`src/rtl/pkt_hdr_loader.sv`:
```
// ---------------------------------------------------------------------------
// pkt_hdr_loader
//
// Loads packet-header words from the PHU beat stream into a banked header
// RAM. The consumer reads out_phu_active_bank while the next update fills
// bank (active_bank + 1). The bank only flips once a complete,
// non-overflowed update has landed, so a bad or partial update never
// disturbs what the consumer sees.
//
// Beat stream: each beat is one in_phu_data word tagged in [133:132]
// (01 head, 11 middle, 10 tail). After the head beat come the md1 beat,
// SKIP_NUM encapsulated-metadata beats that are dropped, and then the header
// words. The tail beat is itself a header word.
//
// Optional feature: define PKT_HDR_LOADER_STAT_EN to build the saturating
// good/error statistics counters. Without it both counters are tied to 0.
//
// Handshake: a beat is transferred on every rising clk edge where
// in_phu_data_wr is 1. There is no back-pressure, so the block accepts every
// valid beat. out_phu_pkt_hdr_wr is a one-cycle write strobe that qualifies
// out_phu_pkt_hdr_addr / out_phu_pkt_hdr.
//
// Ports
//   clk, rst_n               clock, asynchronous active-low reset
//   in_phu_data[133:0]       tagged beat: [133:132] type, [127:0] payload
//   in_phu_data_wr           beat valid
//   i_lau_update_finish      1 allows new updates, 0 clears the finish flag
//   out_phu_pkt_hdr_wr       header RAM write strobe
//   out_phu_pkt_hdr_addr     header RAM address {bank, offset}
//   out_phu_pkt_hdr          header RAM write data
//   out_phu_pkt_hdr_seq      sequence number of the last good update
//   out_phu_active_bank      bank the consumer reads
//   out_phu_hdr_cnt          word count of the last good update
//   out_phu_update_finish    sticky "good update done" flag
//   out_phu_err              one-cycle pulse on an aborted/overflowed update
//   out_phu_good_cnt         good-update counter (statistics)
//   out_phu_err_cnt          error-pulse counter (statistics)
//   dbg_state                current FSM state, for observation
// ---------------------------------------------------------------------------
module pkt_hdr_loader #(
   parameter int          DATA_W      = 128,
   parameter int          ADDR_W      = 6,
   parameter int          BANK_W      = 1,
   parameter int          SKIP_NUM    = 2,
   parameter logic [15:0] TYPE_VAL    = 16'hff01,
   parameter logic [3:0]  SUBTYPE_VAL = 4'h1,
   localparam int         OFFSET_W    = ADDR_W - BANK_W
) (
   input  logic                clk,
   input  logic                rst_n,
   input  logic [133:0]        in_phu_data,
   input  logic                in_phu_data_wr,
   input  logic                i_lau_update_finish,
   output logic                out_phu_pkt_hdr_wr,
   output logic [ADDR_W-1:0]   out_phu_pkt_hdr_addr,
   output logic [DATA_W-1:0]   out_phu_pkt_hdr,
   output logic [7:0]          out_phu_pkt_hdr_seq,
   output logic [BANK_W-1:0]   out_phu_active_bank,
   output logic [OFFSET_W:0]   out_phu_hdr_cnt,
   output logic                out_phu_update_finish,
   output logic                out_phu_err,
   output logic [15:0]         out_phu_good_cnt,
   output logic [15:0]         out_phu_err_cnt,
   output logic [2:0]          dbg_state
);

   typedef enum logic [2:0] {
      ST_IDLE    = 3'd0,
      ST_MD1     = 3'd1,
      ST_SKIP    = 3'd2,
      ST_LOAD    = 3'd3,
      ST_DISCARD = 3'd4
   } state_t;

   // Word count that means "bank full": one past the last offset.
   localparam logic [OFFSET_W:0] WORDS     = {1'b1, {OFFSET_W{1'b0}}};
   localparam logic [3:0]        SKIP_LAST = 4'((SKIP_NUM == 0) ? 0 : SKIP_NUM - 1);

   state_t              state;
   logic [3:0]          skip_cnt;
   logic [OFFSET_W:0]   word_cnt;   // words written so far in this update
   logic                ovf;        // a word was dropped for lack of room
   logic [7:0]          pend_seq;

   logic                is_head;
   logic                is_tail;
   logic                md1_match;
   logic                room;
   logic                err_ev;
   logic                good_ev;
   logic [BANK_W-1:0]   wr_bank;

   // Only the tag and payload are meaningful; the rest is reserved.
   logic unused_bits;
   assign unused_bits = &{1'b0, in_phu_data};

   assign is_head   = (in_phu_data[133:132] == 2'b01);
   assign is_tail   = (in_phu_data[133:132] == 2'b10);
   assign md1_match = (in_phu_data[31:16] == TYPE_VAL) &&
                      (in_phu_data[15:12] == SUBTYPE_VAL);
   assign room      = (word_cnt != WORDS);
   assign wr_bank   = out_phu_active_bank + BANK_W'(1);
   assign dbg_state = state;

   // Update outcome of the beat being accepted this cycle.
   always_comb begin
      err_ev  = 1'b0;
      good_ev = 1'b0;
      if (in_phu_data_wr && state != ST_IDLE) begin
         if (is_head) begin
            err_ev = 1'b1;                 // new packet cuts the old one short
         end else if (is_tail) begin
            case (state)
               ST_MD1, ST_SKIP: err_ev = 1'b1;   // truncated packet
               ST_LOAD: begin
                  // The tail is a word too: it overflows if no room is left.
                  if (ovf || !room) err_ev  = 1'b1;
                  else              good_ev = 1'b1;
               end
               default: ;                  // DISCARD ends silently
            endcase
         end
      end
   end

   always_ff @(posedge clk or negedge rst_n) begin
      if (!rst_n) begin
         state                 <= ST_IDLE;
         skip_cnt              <= '0;
         word_cnt              <= '0;
         ovf                   <= 1'b0;
         pend_seq              <= '0;
         out_phu_pkt_hdr_wr    <= 1'b0;
         out_phu_pkt_hdr_addr  <= '0;
         out_phu_pkt_hdr       <= '0;
         out_phu_pkt_hdr_seq   <= '0;
         out_phu_active_bank   <= '0;
         out_phu_hdr_cnt       <= '0;
         out_phu_update_finish <= 1'b0;
         out_phu_err           <= 1'b0;
      end else begin
         out_phu_pkt_hdr_wr <= 1'b0;
         out_phu_err        <= err_ev;

         // Set wins over the consumer's clear on the same cycle.
         if (good_ev)                   out_phu_update_finish <= 1'b1;
         else if (!i_lau_update_finish) out_phu_update_finish <= 1'b0;

         if (in_phu_data_wr) begin
            if (is_head && state != ST_IDLE) begin
               state <= i_lau_update_finish ? ST_MD1 : ST_IDLE;
            end else begin
               case (state)
                  ST_IDLE: begin
                     if (is_head && i_lau_update_finish) state <= ST_MD1;
                  end
                  ST_MD1: begin
                     if (is_tail) begin
                        state <= ST_IDLE;
                     end else if (md1_match) begin
                        pend_seq <= in_phu_data[7:0];
                        skip_cnt <= '0;
                        word_cnt <= '0;
                        ovf      <= 1'b0;
                        state    <= (SKIP_NUM == 0) ? ST_LOAD : ST_SKIP;
                     end else begin
                        state <= ST_DISCARD;
                     end
                  end
                  ST_SKIP: begin
                     if (is_tail)                    state <= ST_IDLE;
                     else if (skip_cnt == SKIP_LAST) state <= ST_LOAD;
                     else                            skip_cnt <= skip_cnt + 4'd1;
                  end
                  ST_LOAD: begin
                     if (room) begin
                        out_phu_pkt_hdr_wr   <= 1'b1;
                        out_phu_pkt_hdr_addr <= {wr_bank, word_cnt[OFFSET_W-1:0]};
                        out_phu_pkt_hdr      <= in_phu_data[DATA_W-1:0];
                        word_cnt             <= word_cnt + (OFFSET_W+1)'(1);
                     end else begin
                        ovf <= 1'b1;         // offset holds; never wraps
                     end
                     if (is_tail) begin
                        state <= ST_IDLE;
                        if (good_ev) begin
                           out_phu_active_bank <= wr_bank;
                           out_phu_pkt_hdr_seq <= pend_seq;
                           out_phu_hdr_cnt     <= word_cnt + (OFFSET_W+1)'(1);
                        end
                     end
                  end
                  ST_DISCARD: begin
                     if (is_tail) state <= ST_IDLE;
                  end
                  default: state <= ST_IDLE;
               endcase
            end
         end
      end
   end

`ifdef PKT_HDR_LOADER_STAT_EN
   // Saturating statistics, cleared only by reset.
   always_ff @(posedge clk or negedge rst_n) begin
      if (!rst_n) begin
         out_phu_good_cnt <= '0;
         out_phu_err_cnt  <= '0;
      end else begin
         if (good_ev && out_phu_good_cnt != 16'hffff)
            out_phu_good_cnt <= out_phu_good_cnt + 16'd1;
         if (err_ev && out_phu_err_cnt != 16'hffff)
            out_phu_err_cnt <= out_phu_err_cnt + 16'd1;
      end
   end
`else
   assign out_phu_good_cnt = 16'd0;
   assign out_phu_err_cnt  = 16'd0;
`endif

endmodule

```
`config.mk`:
```
export PLATFORM = sky130hd
export DESIGN_NAME = pkt_hdr_loader
export DESIGN_NICKNAME = d
export VERILOG_FILES = /design/src/rtl/pkt_hdr_loader.sv
export SDC_FILE = /design/constraint.sdc
export NUM_CORES = 1
export LEC_CHECK = 0
export BUFFER_PORTS_ARGS = -buffer_cell sky130_fd_sc_hd__buf_4
export CORE_MARGIN = 5
export CORE_UTILIZATION = 44
export CTS_CLUSTER_DIAMETER = 40
export DETAILED_ROUTE_END_ITERATION = 7
export PLACE_DENSITY = 0.86
export SLEW_MARGIN = 10
export SYNTH_ARGS = -nofsm -noshare
export SYNTH_HDL_FRONTEND = slang
export SYNTH_SLANG_ARGS = --single-unit
```
`constraint.sdc`:
```
create_clock -name clk -period 1.95 [get_ports clk]
set_input_delay 0.2925 -clock clk [delete_from_list [all_inputs] [get_ports clk]]
set_output_delay 0.2925 -clock clk [all_outputs]
set_load 0.01 [all_outputs]
```
* Word level (Yosys, flattened, before mapping)
Index checks and enable logic that the tools add are counted.
** Storage, ports and cells
- Bits in registers :: 174
- Logic and storage cells :: 95
- Input port bits :: 138
- Output and inout bits :: 187
** Cells by class
- Multiplexer cells :: 38
- Eq/ne operators :: 20
- $add $sub $neg :: 3
- Reductions and logical operators :: 19
- Bitwise operators :: 2
** Operator list (number)
- 3-bit 2-to-1 mux :: 7
- 1-bit 2-to-1 mux :: 19
- 6-bit 2-to-1 mux :: 3
- 16-bit == test, second input constant :: 1
- 4-bit 2-to-1 mux :: 4
- 2-bit != test, second input constant :: 6
- 3-bit one-hot mux with 4 select lines :: 1
- 6-bit one-hot mux with 2 select lines :: 1
- 6-bit AND reduction :: 2
- 5-bit AND reduction :: 2
- 4-bit by 1-bit == test with 1-bit output, second input constant :: 2
- 4-bit one-hot mux with 2 select lines :: 1
- 4-bit AND reduction :: 2
- 7-bit AND reduction :: 1
- 6-bit by 1-bit adder with 6-bit output, second input constant :: 1
- 3-bit by 2-bit == test with 1-bit output, second input constant :: 2
- 6-bit != test, second input constant :: 1
- 4-bit by 1-bit adder with 4-bit output, second input constant :: 1
- 1-bit logical AND :: 4
- 4-bit != test, second input constant :: 1
- 1-bit one-hot mux with 2 select lines :: 2
- 2-bit nonzero test :: 2
- 2-bit OR reduction :: 2
- 3-bit by 1-bit == test with 1-bit output, second input constant :: 1
- 12 further kinds :: 13

* Depth between registers and ports, before layout
Gate-level depths: netlist of run 1.
- Word-level depth :: 9
- Depth in mapped cells :: 9
- Mapped depth without buffers :: 7

* Worst setup path after synthesis of run 1
No wires, ideal clock.
- Path kind :: register to register
- Start :: register word_cnt[0]
- End :: register out_phu_hdr_cnt[1]
- Clock period less this slack :: 2.057 ns
- Required time :: 1.825 ns
- Setup time :: 0.125 ns
- Cell stages (with the launch flop) :: 8
- Arrival :: 1.932 ns
- Path slack :: -0.107 ns
- Cells stage by stage :: dfrtp_1 inv_1 ha_1 or3b_4 o311a_1 nand4b_1 buf_4 mux2_2
** On the way
- Word-level cells in the longest chain between the ends :: 9
- Elaborated cells on any way between the ends :: 10
- Those cells by class :: add/sub: 1; eq/ne: 1; mux: 5; reduce/logical: 3
** Ends and longest elaborated chain
- start: declaration :: line 81 : logic [OFFSET_W:0] word_cnt;
- start signal: assignment :: line 180 : word_cnt <= word_cnt + (OFFSET_W+1)'(1);
- 6-bit != test :: line 101 : assign room = (word_cnt != WORDS);
- 1-bit zero test :: line 117 : if (ovf || !room) err_ev = 1'b1;
- 1-bit logical OR :: line 117
- 1-bit 2-to-1 mux :: line 117
- 1-bit 2-to-1 mux :: line 113 : case (state)
- 1-bit 2-to-1 mux :: line 112 : end else if (is_tail) begin
- 1-bit 2-to-1 mux :: line 110 : if (is_head) begin
- 1-bit 2-to-1 mux :: line 109 : if (in_phu_data_wr && state != ST_IDLE) begin
- 5-bit AND reduction (no source line)
- end signal: assignment :: line 189 : out_phu_hdr_cnt <= word_cnt + (OFFSET_W+1)'(1);
- end: declaration :: line 59 : output logic [OFFSET_W:0] out_phu_hdr_cnt,
Parallel ways exist; a longest one is shown, timed or not.
A chain may end at the register's enable or synchronous reset.

* Final worst setup path of run 1
Ends and elaborated chain as after synthesis.

==> results of run 1 <==
## cells by family after synthesis
logic type | synth area share, %
AOI/OAI and AO/OA | 3.91
buffers and inverters | 6.01
DFF | 56.4
adders and majority gates | 0.648
muxes | 27.7
and+or+nand+nor | 4.60
other | 0.0486
xor gates and xnor gates | 0.681
## metrics by stage
step | area [µm²] | setup TNS, ns | util, %
floorplan | 7840 | -0.681 | -
global placement | 10200 | -3.88 | 59.3
detailed placement | 10200 | -5.06 | 59.3
CTS | 10800 | -8.95 | 62.9
global route | 11400 | -19.77 | 66.3
finish | 11400 | -12.95 | 66.3
## metal layers
metal	track usage [%]	part of all wire, %	vias to the layer above
met5	0	0	-
met4	5.25	2.0	0
met3	4.54	5.7	32
met2	35.1	54	200
met1	21.6	39	2688
li1	-	-	2412
## Yosys cell counts (3+ instances only)
library cell,count,area [µm²]
sky130_fd_sc_hd__dfrtp_1,174,4350
sky130_fd_sc_hd__mux2_4,120,1800
sky130_fd_sc_hd__buf_4,33,248
sky130_fd_sc_hd__mux2_2,25,282
sky130_fd_sc_hd__nand2_1,18,67.6
sky130_fd_sc_hd__o21ai_0,18,90.1
sky130_fd_sc_hd__buf_6,15,169
sky130_fd_sc_hd__nor2_1,9,33.8
sky130_fd_sc_hd__inv_1,8,30.0
sky130_fd_sc_hd__a21oi_1,6,30.0
sky130_fd_sc_hd__nand3_1,6,30.0
sky130_fd_sc_hd__xnor2_1,5,43.8
sky130_fd_sc_hd__ha_1,4,50.1
sky130_fd_sc_hd__mux2_1,4,45.0
sky130_fd_sc_hd__nand2b_1,4,25.0
sky130_fd_sc_hd__a21o_1,3,22.5
sky130_fd_sc_hd__nor3_1,3,15.0
sky130_fd_sc_hd__nor4b_1,3,26.3
sky130_fd_sc_hd__o31ai_1,3,22.5
## critical path, stage by stage (launching register included)
cell                       delay (ns)
sky130_fd_sc_hd__dfrtp_1         0.40
sky130_fd_sc_hd__inv_1           0.07
sky130_fd_sc_hd__ha_1            0.13
sky130_fd_sc_hd__or3b_4          0.40
sky130_fd_sc_hd__o311a_1         0.33
sky130_fd_sc_hd__nand4b_1        0.15
sky130_fd_sc_hd__buf_12          0.17
sky130_fd_sc_hd__mux2_2          0.34
## flip-flops by register name (all words and copies together) (netlist names)
name and flops:
out_phu_pkt_hdr_addr 6, skip_cnt 4, pend_seq 8, out_phu_active_bank 1, out_phu_err 1, ovf 1, out_phu_pkt_hdr_seq 8, word_cnt 6
dbg_state 3, out_phu_update_finish 1, out_phu_hdr_cnt 6, out_phu_pkt_hdr 128, out_phu_pkt_hdr_wr 1
## power breakdown
part,total (mW),internal [mW],switching [mW]
Clock,3.46,1.93,1.52
Sequential,3.65,3.63,0.0231
Combinational,0.681,0.349,0.332
## worst paths after layout
path | end | from | slack [ns] | cells past startpoint
min in group asynchronous | out_phu_pkt_hdr[127]$_DFFE_PN0P_ | rst_n | 0.45 | 2
setup reg to reg | out_phu_hdr_cnt[1]$_DFFE_PN0P_ | word_cnt[0]$_DFFE_PN0P_ | -0.16 | 7
max in group asynchronous | out_phu_pkt_hdr[79]$_DFFE_PN0P_ | rst_n | 0.87 | 3
setup / recovery | out_phu_hdr_cnt[1]$_DFFE_PN0P_ | word_cnt[0]$_DFFE_PN0P_ | -0.16 | 7
hold / removal | out_phu_pkt_hdr[41]$_DFFE_PN0P_ | in_phu_data[41] | 0.10 | 2
hold reg to reg | out_phu_hdr_cnt[0]$_DFFE_PN0P_ | out_phu_hdr_cnt[0]$_DFFE_PN0P_ | 0.50 | 2
## final cells by class
type,count,share of cell area (%)
flip-flops and latches,174,38.1
repair buffers,349,27.2
multi-input cells,299,26.8
clock buffers,17,3.72
well taps,225,2.46
clock inverters,15,1.51
inverters,8,0.263
## repair_timing
| action | CTS | global route |
|---|---|---|
| pin swaps | 1 | 4 |
| resized for setup | 8 | 27 |
| endpoints found under the setup margin | 141 | 149 |
| cloned | 0 | 21 |
| buffers inserted | 0 | 4 |
| hold buffers | 1 | 0 |
| hold endpoints to repair | 53 | 0 |
==> impl_metrics.env, run 1 <==
export IMPL_status="complete, but fails checks"
export IMPL_violations="negative setup slack"
export IMPL_grt_pass1_vias=5402
export IMPL_fmax_ghz=0.474
export IMPL_yosys_most_used_dff="sky130_fd_sc_hd__dfrtp_1"
export IMPL_mostFrequentLayoutCell="sky130_fd_sc_hd__buf_4"
export IMPL_fp_dieArea_um2=20300
export IMPL_place_gp_congestion=0.840
export IMPL_finalWirelength_um=22200
export IMPL_max_slew_margin_rel_pct=58.5
export IMPL_worstSetupPathType="reg2reg"
export IMPL_yosysSeqAreaShare_pct=56.4
export IMPL_timing_critical_path_required_ns=2.25
export IMPL_maximum_clock_path_buffer_count=2
export IMPL_drive_gt1_share_pct=62.5
export IMPL_antenna_violations_before_repair=0
export IMPL_worst_setup_hold_path_clk_slew_ns=0.07
export IMPL_hold_ws_ns=0.100
export IMPL_final_seq_area_um2=4350
export IMPL_place_ws_ns=-0.153
export IMPL_final_min_period_over_clock_period_pct=108
export IMPL_synth_area_per_cell_um2=15.4
export IMPL_rows=48
export IMPL_power_per_cell_area_nw_per_um2=682
export IMPL_static_leakage_power_nw=5.97
export IMPL_final_max_slew_viol_count=0
export IMPL_port_buffer_count=288
export IMPL_cts_htree_levels=4
export IMPL_finalCriticalPeriod_ns=2.11
export IMPL_finalHoldViolCount=0
export IMPL_cts_sink_count=174
export IMPL_globalRouteTotalUtil_pct=18.9
export IMPL_post_synth_instance_area_um2=7720
export IMPL_ant_nets=0
export IMPL_post_drt_wl_per_cell_um=20.4
export IMPL_total_power_mw=7.79
export IMPL_numCtsBuffers=17
export IMPL_drcViolationCount=0
export IMPL_max_vdd_ir_drop_mv=0.621
export IMPL_post_layout_worst_setup_margin_ns=-0.158
export IMPL_grt_remaining_overflow=0
export IMPL_ioPinCount=325
export IMPL_worst_path_max_fanout=12
export IMPL_flow_area_growth_from_synthesis_pct=48.1
export IMPL_num_vias=5332
export IMPL_clock_tree_root_cell="sky130_fd_sc_hd__clkbuf_16"
export IMPL_synth_async_reset_ratio_pct=100
export IMPL_hold_crit_path_type="in2reg"
export IMPL_worst_setup_path_start_kind="register"
export IMPL_multi_input_comb_area_um2=3060
export IMPL_timing_clock_skew_ns=0.00970
export IMPL_max_slew_worst_pin_slew_ns=0.623
export IMPL_cts_tree="built"
export IMPL_worst_endpoint_arrival_ns=2.41
export IMPL_synthesis_instances=502
export IMPL_diodes=0
export IMPL_ys_seq_elements=174
export IMPL_dp_cells=1029
export IMPL_hpwlAfterDp_um=15200
export IMPL_core_outline_area_um2=17200
export IMPL_wire_length_of_the_first_global_routing_pass_um=30100
export IMPL_final_cells=1087
export IMPL_via_density_per_instance=4.91
export IMPL_layout_filler_cells=1214
export IMPL_die_h_um=142
export IMPL_drt_iter0_drc=182
export IMPL_crit_path_end_kind="register"
export IMPL_grt_setup_unrepaired="yes"
export IMPL_synth_distinct_cells=50
export IMPL_initial_core_util_pct=44.8
export IMPL_detailedRoute_firstPassIterationCount=4
export IMPL_clock_latency_ns=0.41
export IMPL_num_nets_final=991
export IMPL_synth_edf_count=0
export IMPL_grt_max_degree=58
export IMPL_yosysWarningCount=0
export IMPL_max_cap_violations=0
export IMPL_layout_cells_most_common_list="sky130_fd_sc_hd__buf_4, sky130_fd_sc_hd__dfrtp_1, sky130_fd_sc_hd__mux2_4"
export IMPL_die_x_um=142
export IMPL_setup_viol_count_final=149
No activity file was read; power rests on OpenSTA's default activity.
==> run 2: changes to the inputs <==
PLACE_DENSITY = 0.79   (was 0.86)
==> run 2 against run 1 <==
The flow still finishes with violations (negative setup slack); clock skew up 0.0041 ns; setup slack worse by 0.024 ns; combinational power up 2%; sequential share of layout area unchanged; sequential power about the same; critical path depth up 1; non-clock buffer count up 6; die area unchanged; clock power down 5%; hold slack worse by 0.042 ns; critical endpoint is now out_phu_pkt_hdr[17]$_DFFE_PN0P_; via count up 0.75%; sequential cell count unchanged.
==> impl_metrics.env, run 2 (same netlist as run 1, synthesis figures left out) <==
export IMPL_clockPowerShare_pct=43.2
export IMPL_grt_setup_unrepaired="yes"
export IMPL_holdCritStartpoint="in_phu_data_wr"
export IMPL_hold_crit_path_type="in2reg"
export IMPL_placedInstanceArea_um2=10300
export IMPL_registers_top_by_ff_count="out_phu_pkt_hdr"
export IMPL_antenna_violations_before_repair=0
export IMPL_clock_latency_ns=0.42
export IMPL_worst_endpoint_arrival_ns=2.44
export IMPL_flow_area_growth_from_synthesis_pct=48.1
export IMPL_critPathMaxStageDelay_ns=0.40
export IMPL_drcViolationCount=0
export IMPL_max_vdd_ir_drop_mv=0.563
export IMPL_worstReg2RegStart="word_cnt[0]$_DFFE_PN0P_"
export IMPL_fp_dieArea_um2=20300
export IMPL_fmax_ghz=0.469
export IMPL_layout_top_registers="out_phu_pkt_hdr x128, out_phu_pkt_hdr_seq x8, pend_seq x8"
export IMPL_detailedRoute_firstPassIterationCount=5
export IMPL_total_power_mw=7.65
export IMPL_die_h_um=142
export IMPL_crit_chain="inv_2 -> ha_4 -> or3b_4 -> nor3_4 -> nor2_4 -> buf_6 -> bufbuf_16 -> mux2_4"
export IMPL_drt_iter0_drc=190
export IMPL_post_layout_worst_setup_margin_ns=-0.182
export IMPL_hold_ws_ns=0.0587
export IMPL_via_density_per_instance=4.91
export IMPL_grt_max_degree=59
export IMPL_detailroute_wirelength_met2_um=11600
export IMPL_number_of_flip_flops_in_the_largest_register=128
export IMPL_grt_remaining_overflow=0
export IMPL_worstSetupPathType="reg2reg"
export IMPL_reg2reg_to="out_phu_pkt_hdr[17]$_DFFE_PN0P_"
export IMPL_final_max_slew_viol_count=0
export IMPL_cp_slowest_cell="sky130_fd_sc_hd__dfrtp_1"
export IMPL_post_drt_wl_per_cell_um=20.5
export IMPL_power_share_combinational_pct=9.1
export IMPL_switchingPower_mw=1.87
export IMPL_switching_share_pct=24.5
export IMPL_globalRouteTotalUtil_pct=20.9
export IMPL_grt_pass1_vias=5710
export IMPL_regToRegSetupSlack_ns=-0.18
export IMPL_cts_htree_levels=4
export IMPL_drive_gt1_share_pct=63.5
export IMPL_violations="negative setup slack"
export IMPL_path_delay_family="simple AND/OR/NAND/NOR gates"
export IMPL_detailroute_wirelength_met3_um=1270
export IMPL_finalCoreUtilization_pct=66.3
export IMPL_power_per_cell_area_nw_per_um2=669
export IMPL_worst_path_max_fanout=6
export IMPL_worst_setup_path_start_kind="register"
export IMPL_timing_critical_path_required_ns=2.25
export IMPL_final_cells=1093
export IMPL_wire_length_of_the_first_global_routing_pass_um=32600
export IMPL_crit_path_end_kind="register"
export IMPL_die_x_um=142
export IMPL_place_gp_congestion=0.815
export IMPL_final_area_um2=11400
export IMPL_static_leakage_power_nw=6.01
export IMPL_port_buffer_count=288
export IMPL_rows=48
export IMPL_finalHoldViolCount=0
export IMPL_num_nets_final=997
export IMPL_m1WireLength_um=8850
export IMPL_timing_clock_skew_ns=0.0138
export IMPL_ant_nets=0
export IMPL_diodes=0
export IMPL_timing_critical_path_buf_inv=3
export IMPL_worst_setup_hold_path_clk_slew_ns=0.07
export IMPL_worstRegToRegCells=8
export IMPL_maximum_clock_path_buffer_count=2
export IMPL_initial_core_util_pct=44.8
export IMPL_finalCriticalPeriod_ns=2.13
export IMPL_register_share_of_total_power_pct=47.7
export IMPL_max_cap_violations=0
export IMPL_num_vias=5372
export IMPL_hpwlAfterDp_um=15300
export IMPL_dp_cells=1040
export IMPL_critPathCapture="out_phu_pkt_hdr[17]$_DFFE_PN0P_"
export IMPL_mostFrequentLayoutCell="sky130_fd_sc_hd__buf_4"
export IMPL_status="complete, but fails checks"
export IMPL_crit_cells=8
export IMPL_top_layer_reached_by_signal_wires="met4"
export IMPL_cp_startpoint="word_cnt[0]$_DFFE_PN0P_"
export IMPL_ioPinCount=325
export IMPL_finalWirelength_um=22500
export IMPL_cts_tree="built"
export IMPL_setup_viol_count_final=152
export IMPL_numCtsBuffers=17
export IMPL_layout_cells_most_common_list="sky130_fd_sc_hd__buf_4, sky130_fd_sc_hd__dfrtp_1, sky130_fd_sc_hd__mux2_4"
export IMPL_final_min_period_over_clock_period_pct=109
export IMPL_core_outline_area_um2=17200
export IMPL_cts_sink_count=174
export IMPL_internal_power_mw=5.78
export IMPL_clock_tree_root_cell="sky130_fd_sc_hd__clkbuf_16"
[run 2: cell count changes in the layout (fill, tap and decap cells not counted), moves of 2 or more]
| cell | change |
|---|---|
| sky130_fd_sc_hd__clkbuf_16 | -10 |
| sky130_fd_sc_hd__buf_4 | +9 |
| sky130_fd_sc_hd__mux2_2 | -6 |
| sky130_fd_sc_hd__buf_6 | +4 |
| sky130_fd_sc_hd__nand2_1 | -4 |
| sky130_fd_sc_hd__nand2_2 | +4 |
| sky130_fd_sc_hd__buf_16 | +3 |
| sky130_fd_sc_hd__bufbuf_16 | +3 |
| sky130_fd_sc_hd__mux2_1 | +3 |
| sky130_fd_sc_hd__mux2_4 | +3 |
| sky130_fd_sc_hd__buf_12 | -2 |
| sky130_fd_sc_hd__clkinv_2 | +2 |
| sky130_fd_sc_hd__inv_1 | -2 |
| sky130_fd_sc_hd__inv_2 | +2 |
[run 2: how the worst min path moves through the flow]
stage                                            end  slack [ns]  depth (start not counted)
floorplan                   dbg_state[0]$_DFFE_PN0P_      -0.003                          0
finish                      dbg_state[1]$_DFFE_PN0P_        0.06                          2
detailed placement  out_phu_pkt_hdr[122]$_DFFE_PN0P_        0.22                          1
global route                dbg_state[1]$_DFFE_PN0P_        0.04                          2
CTS                         dbg_state[1]$_DFFE_PN0P_        0.04                          2
global placement    out_phu_pkt_hdr[125]$_DFFE_PN0P_        0.22                          1
[run 2: what timing repair did]
item / in CTS / in global routing
hold buffers: 1 / 0
setup buffers: 4 / 4
cloned: 9 / 4
resized for setup: 22 / 29
endpoints found under the hold margin: 31 / 0
pin swaps: 3 / 2
endpoints found under the setup margin: 143 / 153
[run 2: layer usage]
| layer | vias to the layer above | global-route usage, % |
|---|---|---|
| met5 | - | 0 |
| met4 | 0 | 8.30 |
| met3 | 48 | 4.47 |
| met2 | 203 | 36.4 |
| met1 | 2701 | 25.5 |
| li1 | 2420 | - |
[run 2: stage by stage]
| step | setup WS, ns | TNS [ns] |
|---|---|---|
| floorplan | -0.0851 | -0.681 |
| global placement | -0.115 | -4.45 |
| detailed placement | -0.164 | -6.61 |
| CTS | -0.171 | -15.24 |
| global route | -0.246 | -25.81 |
| finish | -0.182 | -15.63 |
[run 2: layout make-up]
cell class	count	area, µm²
Clock inverter	14	134
Inverter	8	30.0
Tap cell	225	282
Multi-Input combinational cell	299	3110
Sequential cell	174	4350
Timing Repair Buffer	355	3090
Fill cell	1222	5810
Clock buffer	18	429
[run 2: power groups by stage]
stage	clock network, mW	logic [mW]	registers [mW]
6_report	3.30	0.696	3.65
3_3_place_gp	0	0.663	3.71
5_1_grt	3.52	0.763	3.65
2_1_floorplan	0	0.241	3.73
4_1_cts	3.35	0.696	3.65
3_5_place_dp	0	0.680	3.72
